===== src/rtl/tl_reg_slave.sv =====
// rtl/tl_reg_slave.sv - TileLink-UL register slave: 16 x 64-bit registers, single-slot D response (optional checks: TL_REG_SLAVE_ERRCHK_EN)
module tl_reg_slave #(
    parameter logic [31:0] BASE_ADDR = 32'h1000_0000
) (
    input  logic        clock,
    input  logic        reset,
    input  logic        a_valid,
    output logic        a_ready,
    input  logic [2:0]  a_opcode,
    input  logic [2:0]  a_param,
    input  logic [3:0]  a_size,
    input  logic [2:0]  a_source,
    input  logic [31:0] a_address,
    input  logic [63:0] a_data,
    input  logic        a_corrupt,
    output logic        d_valid,
    input  logic        d_ready,
    output logic [2:0]  d_opcode,
    output logic [1:0]  d_param,
    output logic [3:0]  d_size,
    output logic [2:0]  d_source,
    output logic        d_denied,
    output logic [63:0] d_data,
    output logic        d_corrupt
);

    localparam logic [2:0] OP_PUT_FULL = 3'd0;
    localparam logic [2:0] OP_GET      = 3'd4;
    localparam logic [2:0] OP_ACK      = 3'd0;
    localparam logic [2:0] OP_ACK_DATA = 3'd1;

    logic [63:0] r_regs [16];

    logic        r_d_valid;
    logic [2:0]  r_d_opcode;
    logic [3:0]  r_d_size;
    logic [2:0]  r_d_source;
    logic        r_d_denied;
    logic [63:0] r_d_data;

    logic        w_a_fire;
    logic        w_d_fire;
    logic [3:0]  w_index;
    logic        w_is_get;
    logic        w_denied;
    logic        w_write;
    logic [1:0]  w_size_eff;
    logic [2:0]  w_off;
    logic [7:0]  w_bytes;
    logic [15:0] w_lane_wide;
    logic [7:0]  w_lanes;
    logic [63:0] w_wmask;
    logic [63:0] w_rsp_data;
    logic        w_unused;

    assign a_ready  = ~r_d_valid | d_ready;
    assign w_a_fire = a_valid & a_ready;
    assign w_d_fire = r_d_valid & d_ready;
    assign w_index  = a_address[6:3];
    assign w_is_get = (a_opcode == OP_GET);

`ifdef TL_REG_SLAVE_ERRCHK_EN
    logic [2:0] w_align_mask;

    // Low address bits that must be zero for a naturally aligned access of this size
    always_comb begin
        w_align_mask = 3'b000;
        case (a_size[1:0])
            2'd0:    w_align_mask = 3'b000;
            2'd1:    w_align_mask = 3'b001;
            2'd2:    w_align_mask = 3'b011;
            default: w_align_mask = 3'b111;
        endcase
    end

    // Any malformed request is denied: it gets an error response and never touches storage
    always_comb begin
        w_denied = 1'b0;
        if ((a_opcode != OP_PUT_FULL) && (a_opcode != OP_GET))
            w_denied = 1'b1;
        if (a_size > 4'd3)
            w_denied = 1'b1;
        if ((a_address[2:0] & w_align_mask) != 3'b000)
            w_denied = 1'b1;
        if (a_address[31:7] != BASE_ADDR[31:7])
            w_denied = 1'b1;
        if ((a_opcode == OP_PUT_FULL) && a_corrupt)
            w_denied = 1'b1;
    end

    assign w_unused = ^{a_param};
`else
    assign w_denied = 1'b0;
    assign w_unused = ^{a_param, a_address[31:7], a_corrupt};
`endif

    // Oversized requests collapse to a full 8-byte access starting at lane 0
    always_comb begin
        if (a_size > 4'd3) begin
            w_size_eff = 2'd3;
            w_off      = 3'd0;
        end else begin
            w_size_eff = a_size[1:0];
            w_off      = a_address[2:0];
        end
    end

    // Byte-lane enable: 2^size contiguous lanes starting at the address offset
    always_comb begin
        w_bytes = 8'h00;
        case (w_size_eff)
            2'd0:    w_bytes = 8'h01;
            2'd1:    w_bytes = 8'h03;
            2'd2:    w_bytes = 8'h0F;
            default: w_bytes = 8'hFF;
        endcase
        w_lane_wide = {8'h00, w_bytes} << w_off;
        w_lanes     = w_lane_wide[7:0];
    end

    // Expand lane enables into a per-bit write mask
    always_comb begin
        w_wmask = '0;
        for (int b = 0; b < 8; b++) begin
            w_wmask[b*8 +: 8] = {8{w_lanes[b]}};
        end
    end

    assign w_write    = w_a_fire & ~w_is_get & ~w_denied;
    assign w_rsp_data = (w_is_get & ~w_denied) ? r_regs[w_index] : 64'd0;

    // Register file: cleared by reset, partial writes merge only the enabled byte lanes
    always_ff @(posedge clock) begin
        if (reset) begin
            for (int i = 0; i < 16; i++) begin
                r_regs[i] <= '0;
            end
        end else if (w_write) begin
            r_regs[w_index] <= (r_regs[w_index] & ~w_wmask) | (a_data & w_wmask);
        end
    end

    // Single response slot: a new request replaces it, a bare D-fire empties it
    always_ff @(posedge clock) begin
        if (reset) begin
            r_d_valid  <= 1'b0;
            r_d_opcode <= '0;
            r_d_size   <= '0;
            r_d_source <= '0;
            r_d_denied <= 1'b0;
            r_d_data   <= '0;
        end else if (w_a_fire) begin
            r_d_valid  <= 1'b1;
            r_d_opcode <= w_is_get ? OP_ACK_DATA : OP_ACK;
            r_d_size   <= a_size;
            r_d_source <= a_source;
            r_d_denied <= w_denied;
            r_d_data   <= w_rsp_data;
        end else if (w_d_fire) begin
            r_d_valid  <= 1'b0;
        end
    end

    assign d_valid   = r_d_valid;
    assign d_opcode  = r_d_opcode;
    assign d_param   = 2'd0;
    assign d_size    = r_d_size;
    assign d_source  = r_d_source;
    assign d_denied  = r_d_denied;
    assign d_data    = r_d_data;
    assign d_corrupt = 1'b0;

endmodule


===== config.mk =====
export PLATFORM = sky130hd
export DESIGN_NAME = tl_reg_slave
export DESIGN_NICKNAME = d
export VERILOG_FILES = /design/src/rtl/tl_reg_slave.sv
export SDC_FILE = /design/constraint.sdc
export NUM_CORES = 1
export LEC_CHECK = 0
export CORE_AREA = 2 2 243 484
export DETAILED_ROUTE_END_ITERATION = 16
export DIE_AREA = 0 0 245 486
export HOLD_SLACK_MARGIN = 0.08
export SLEW_MARGIN = 0
export SYNTH_ARGS = -nofsm -noshare
export SYNTH_HDL_FRONTEND = slang
export SYNTH_SLANG_ARGS = --single-unit

===== constraint.sdc =====
create_clock -name clock -period 4.7 [get_ports clock]
set_clock_uncertainty 0.05 [all_clocks]
set_input_delay 0.94 -clock clock [delete_from_list [all_inputs] [get_ports clock]]
set_output_delay 0.94 -clock clock [all_outputs]
set_load 0.02 [all_outputs]

==> impl_metrics.env <==
export IMPL_first_pass_iters=6
export IMPL_post_route_period_util_pct=72.8
export IMPL_hold_path_class="reg2reg"
export IMPL_cts_resized=0
export IMPL_cts_num_sinks=1097
export IMPL_ys_ff_latch=1097
export IMPL_dr_total_vias=28063
export IMPL_place_congestion=0.776
export IMPL_postRouteAntennaNets=0
export IMPL_layout_setup_ws_ns=1.28
export IMPL_worstMarginPinSlew_ns=1.24
export IMPL_rsz0062_at_grt="false"
export IMPL_pin_count=194
export IMPL_critPathLaunchType="input pin"
export IMPL_worstSetupEndpointType="primary output"
export IMPL_final_cell_mix="nor2_1 (1,028), edfxtp_1 (1,024), mux4_2 (240)"
export IMPL_tritoncts="built"
export IMPL_slew_limit_headroom_pct=17.6
export IMPL_drt_wl_total_um=133000
export IMPL_crit_start="d_ready"
export IMPL_ys_warn_count=0
export IMPL_synth_edf_count=1024
export IMPL_p_leak_nw=19.4
export IMPL_clock_latency_ns=0.71
export IMPL_final_hold_viol_count=0
export IMPL_synth_top_flop_cell="edfxtp_1"
export IMPL_rows=176
export IMPL_port_buffers=158
export IMPL_clockRootBuffer="clkbuf_16"
export IMPL_cts_clk_slew_worst_paths_ns=0.06
export IMPL_cellInternalPower_mw=16.1
export IMPL_slew_viol_final=0
export IMPL_h_tree_depth=3
export IMPL_fin_tns_setup_ns=0
export IMPL_die_h_um=486
export IMPL_grt_overflow_total=0
export IMPL_detailed_place_hpwl_um=77600
export IMPL_clkPwrFrac_pct=38.3
export IMPL_synth_area_per_cell_sq_um=14.6
export IMPL_nets=3447
export IMPL_reg2regPathDepth=7
export IMPL_maxCapViolCount=0
export IMPL_grtUsageTotal_pct=22.6
export IMPL_finalPower_mw=21.0
export IMPL_endpoint="a_ready"
export IMPL_antenna_found_initial=2
export IMPL_outcome="finished, final reports clean"
export IMPL_rrSetupSlack_ns=2.01
export IMPL_final_setup_viol_count=0
export IMPL_netSwitchingFraction_pct=23.5
export IMPL_yosysSeqAreaShare_pct=68.7
export IMPL_final_core_util_pct=47.2
export IMPL_critPathMaxFanout=12
export IMPL_start_util_pct=40.7
export IMPL_timing_rr_start="d_valid$_SDFFE_PP0P_"
export IMPL_cp_data_arrival_time_ns=2.43
export IMPL_final_common_cell="nor2_1"
export IMPL_drive_gt1_share_pct=19.0
export IMPL_area_delta_synth_final_pct=15.9
export IMPL_postCtsHoldBufs=0
export IMPL_r2r_end="r_regs[11][20]$_SDFFCE_PN0P_"
export IMPL_p_per_area_mw_per_mm2=387
export IMPL_dieWidth_um=245
export IMPL_synth_area_sq_mm=0.0469
export IMPL_grt_max_degree=65
export IMPL_combPwrFrac_pct=8.9
export IMPL_final_min_clock_period_ns=3.42
export IMPL_drc=0
export IMPL_pwr_share_seq_pct=52.8
export IMPL_first_iter_violations=2723
export IMPL_fp_coreArea_sq_mm=0.115
export IMPL_first_global_vias=29887
export IMPL_worst_setup_path_type="in2out"
export IMPL_syn_inst=3200
export IMPL_holdWs_ns=0.406
export IMPL_synth_async_sr_flop_share_pct=0
export IMPL_postCtsSetupBuffers=0
export IMPL_max_freq_ghz=0.292
export IMPL_final_cells=4930
export IMPL_place_area_sq_mm=0.0512
export IMPL_drt_vias_per_instance=5.69
export IMPL_p_sw_mw=4.95
export IMPL_final_cell_area_sq_mm=0.0543
export IMPL_ys_types=46
export IMPL_wl_per_cell_um=27.0
export IMPL_cts_buffers=99
export IMPL_hold_depth=2
export IMPL_worstPathRequired_ns=3.71
export IMPL_die_area_sq_mm=0.119
export IMPL_max_clock_path_buffers=3
export IMPL_ir_drop_v=0.000259
export IMPL_dp_cells=4745
export IMPL_place_ws_ns=0.711
export IMPL_grt_pass1_wl_um=195000
[cells in the mapped netlist (2+ instances only)]
library cell / n / share of area (%)
nor2_1: 1030 / 8.3
edfxtp_1: 1024 / 66
mux4_2: 240 / 12
clkbuf_1: 183 / 1.5
mux2i_1: 107 / 2.3
buf_2: 88 / 0.94
dfxtp_1: 73 / 3.1
nand2_1: 73 / 0.58
a22oi_1: 48 / 0.77
a22o_1: 32 / 0.60
o221ai_1: 32 / 0.60
mux2_2: 31 / 0.75
a21oi_1: 28 / 0.30
o211ai_1: 24 / 0.38
buf_1: 19 / 0.15
nand2b_1: 19 / 0.25
nand3_1: 19 / 0.20
a311o_1: 16 / 0.34
and3_1: 16 / 0.21
nor2b_1: 14 / 0.19
buf_4: 11 / 0.18
a221o_1: 8 / 0.17
a221oi_1: 8 / 0.15
a222oi_1: 8 / 0.17
o22ai_1: 7 / 0.093
buf_6: 5 / 0.12
nor3b_1: 5 / 0.080
o21a_1: 5 / 0.080
and2_1: 3 / 0.040
nor3_1: 3 / 0.032
a211o_1: 2 / 0.037
a21boi_1: 2 / 0.032
o21ai_1: 2 / 0.021
o2bb2ai_1: 2 / 0.037
or2_2: 2 / 0.027
[power by group through the flow]
stage,registers [mW],logic [mW],clock network (mW)
global route,11.1,1.98,8.53
detailed placement,11.3,1.88,0
finish,11.1,1.87,8.05
CTS,11.1,1.88,8.20
global placement,11.3,1.87,0
floorplan,11.3,1.09,0
[worst max-delay path, stage by stage]
cell             delay (ns)
clkdlybuf4s50_1        0.44
nand2b_1               0.11
buf_4                  0.28
clkdlybuf4s50_1        0.66
[cell type report]
type	count	area [sq um]
Antenna cell	2	5.00
Clock buffer	119	2660
Clock inverter	64	505
Fill cell	9991	60800
Inverter	1	3.75
Multi-Input combinational cell	1801	13700
Sequential cell	1097	32200
Tap cell	1513	1890
Timing Repair Buffer	333	3360
[cell families (layout without fill, tap and decap cells)]
| kind of cell | count (synthesis) | after routing | share of synthesized area (%) |
|---|---|---|---|
| AO/OA/AOI/OAI | 229 | 229 | 3.87 |
| buffers and inverters | 307 | 517 | 2.86 |
| AND/OR/NAND/NOR | 1188 | 1188 | 9.94 |
| other | 1 | 8 | 0.00800 |
| multiplexers | 378 | 378 | 14.6 |
| flip-flops | 1097 | 1097 | 68.7 |
[flip-flops by register name, summed over array words and instances, names as in the netlist]
signal / count
d_data: 64
d_source: 3
d_valid: 1
d_size: 4
r_regs: 1024
d_opcode: 1
[worst min path at each step]
stage	startpoint	to	slack, ns
4_1_cts	d_size[3]$_SDFFE_PP0N_	d_size[3]$_SDFFE_PP0N_	0.41
6_report	d_source[2]$_SDFFE_PP0N_	d_source[2]$_SDFFE_PP0N_	0.41
5_1_grt	d_size[2]$_SDFFE_PP0N_	d_size[2]$_SDFFE_PP0N_	0.43
2_1_floorplan	d_size[0]$_SDFFE_PP0N_	d_size[0]$_SDFFE_PP0N_	0.48
3_3_place_gp	d_source[1]$_SDFFE_PP0N_	d_source[1]$_SDFFE_PP0N_	0.39
3_5_place_dp	d_data[22]$_SDFFE_PP0N_	d_data[22]$_SDFFE_PP0N_	0.40
[per-layer routing]
metal  wire (um)  track usage, %  vias up
li1            -               -    12141
met1       48600            26.3    14644
met2       71800            41.6     1077
met3        9330            4.25      201
met4        3590            7.56        0
met5           0               0        -
Power figures use the tool's default switching activity.
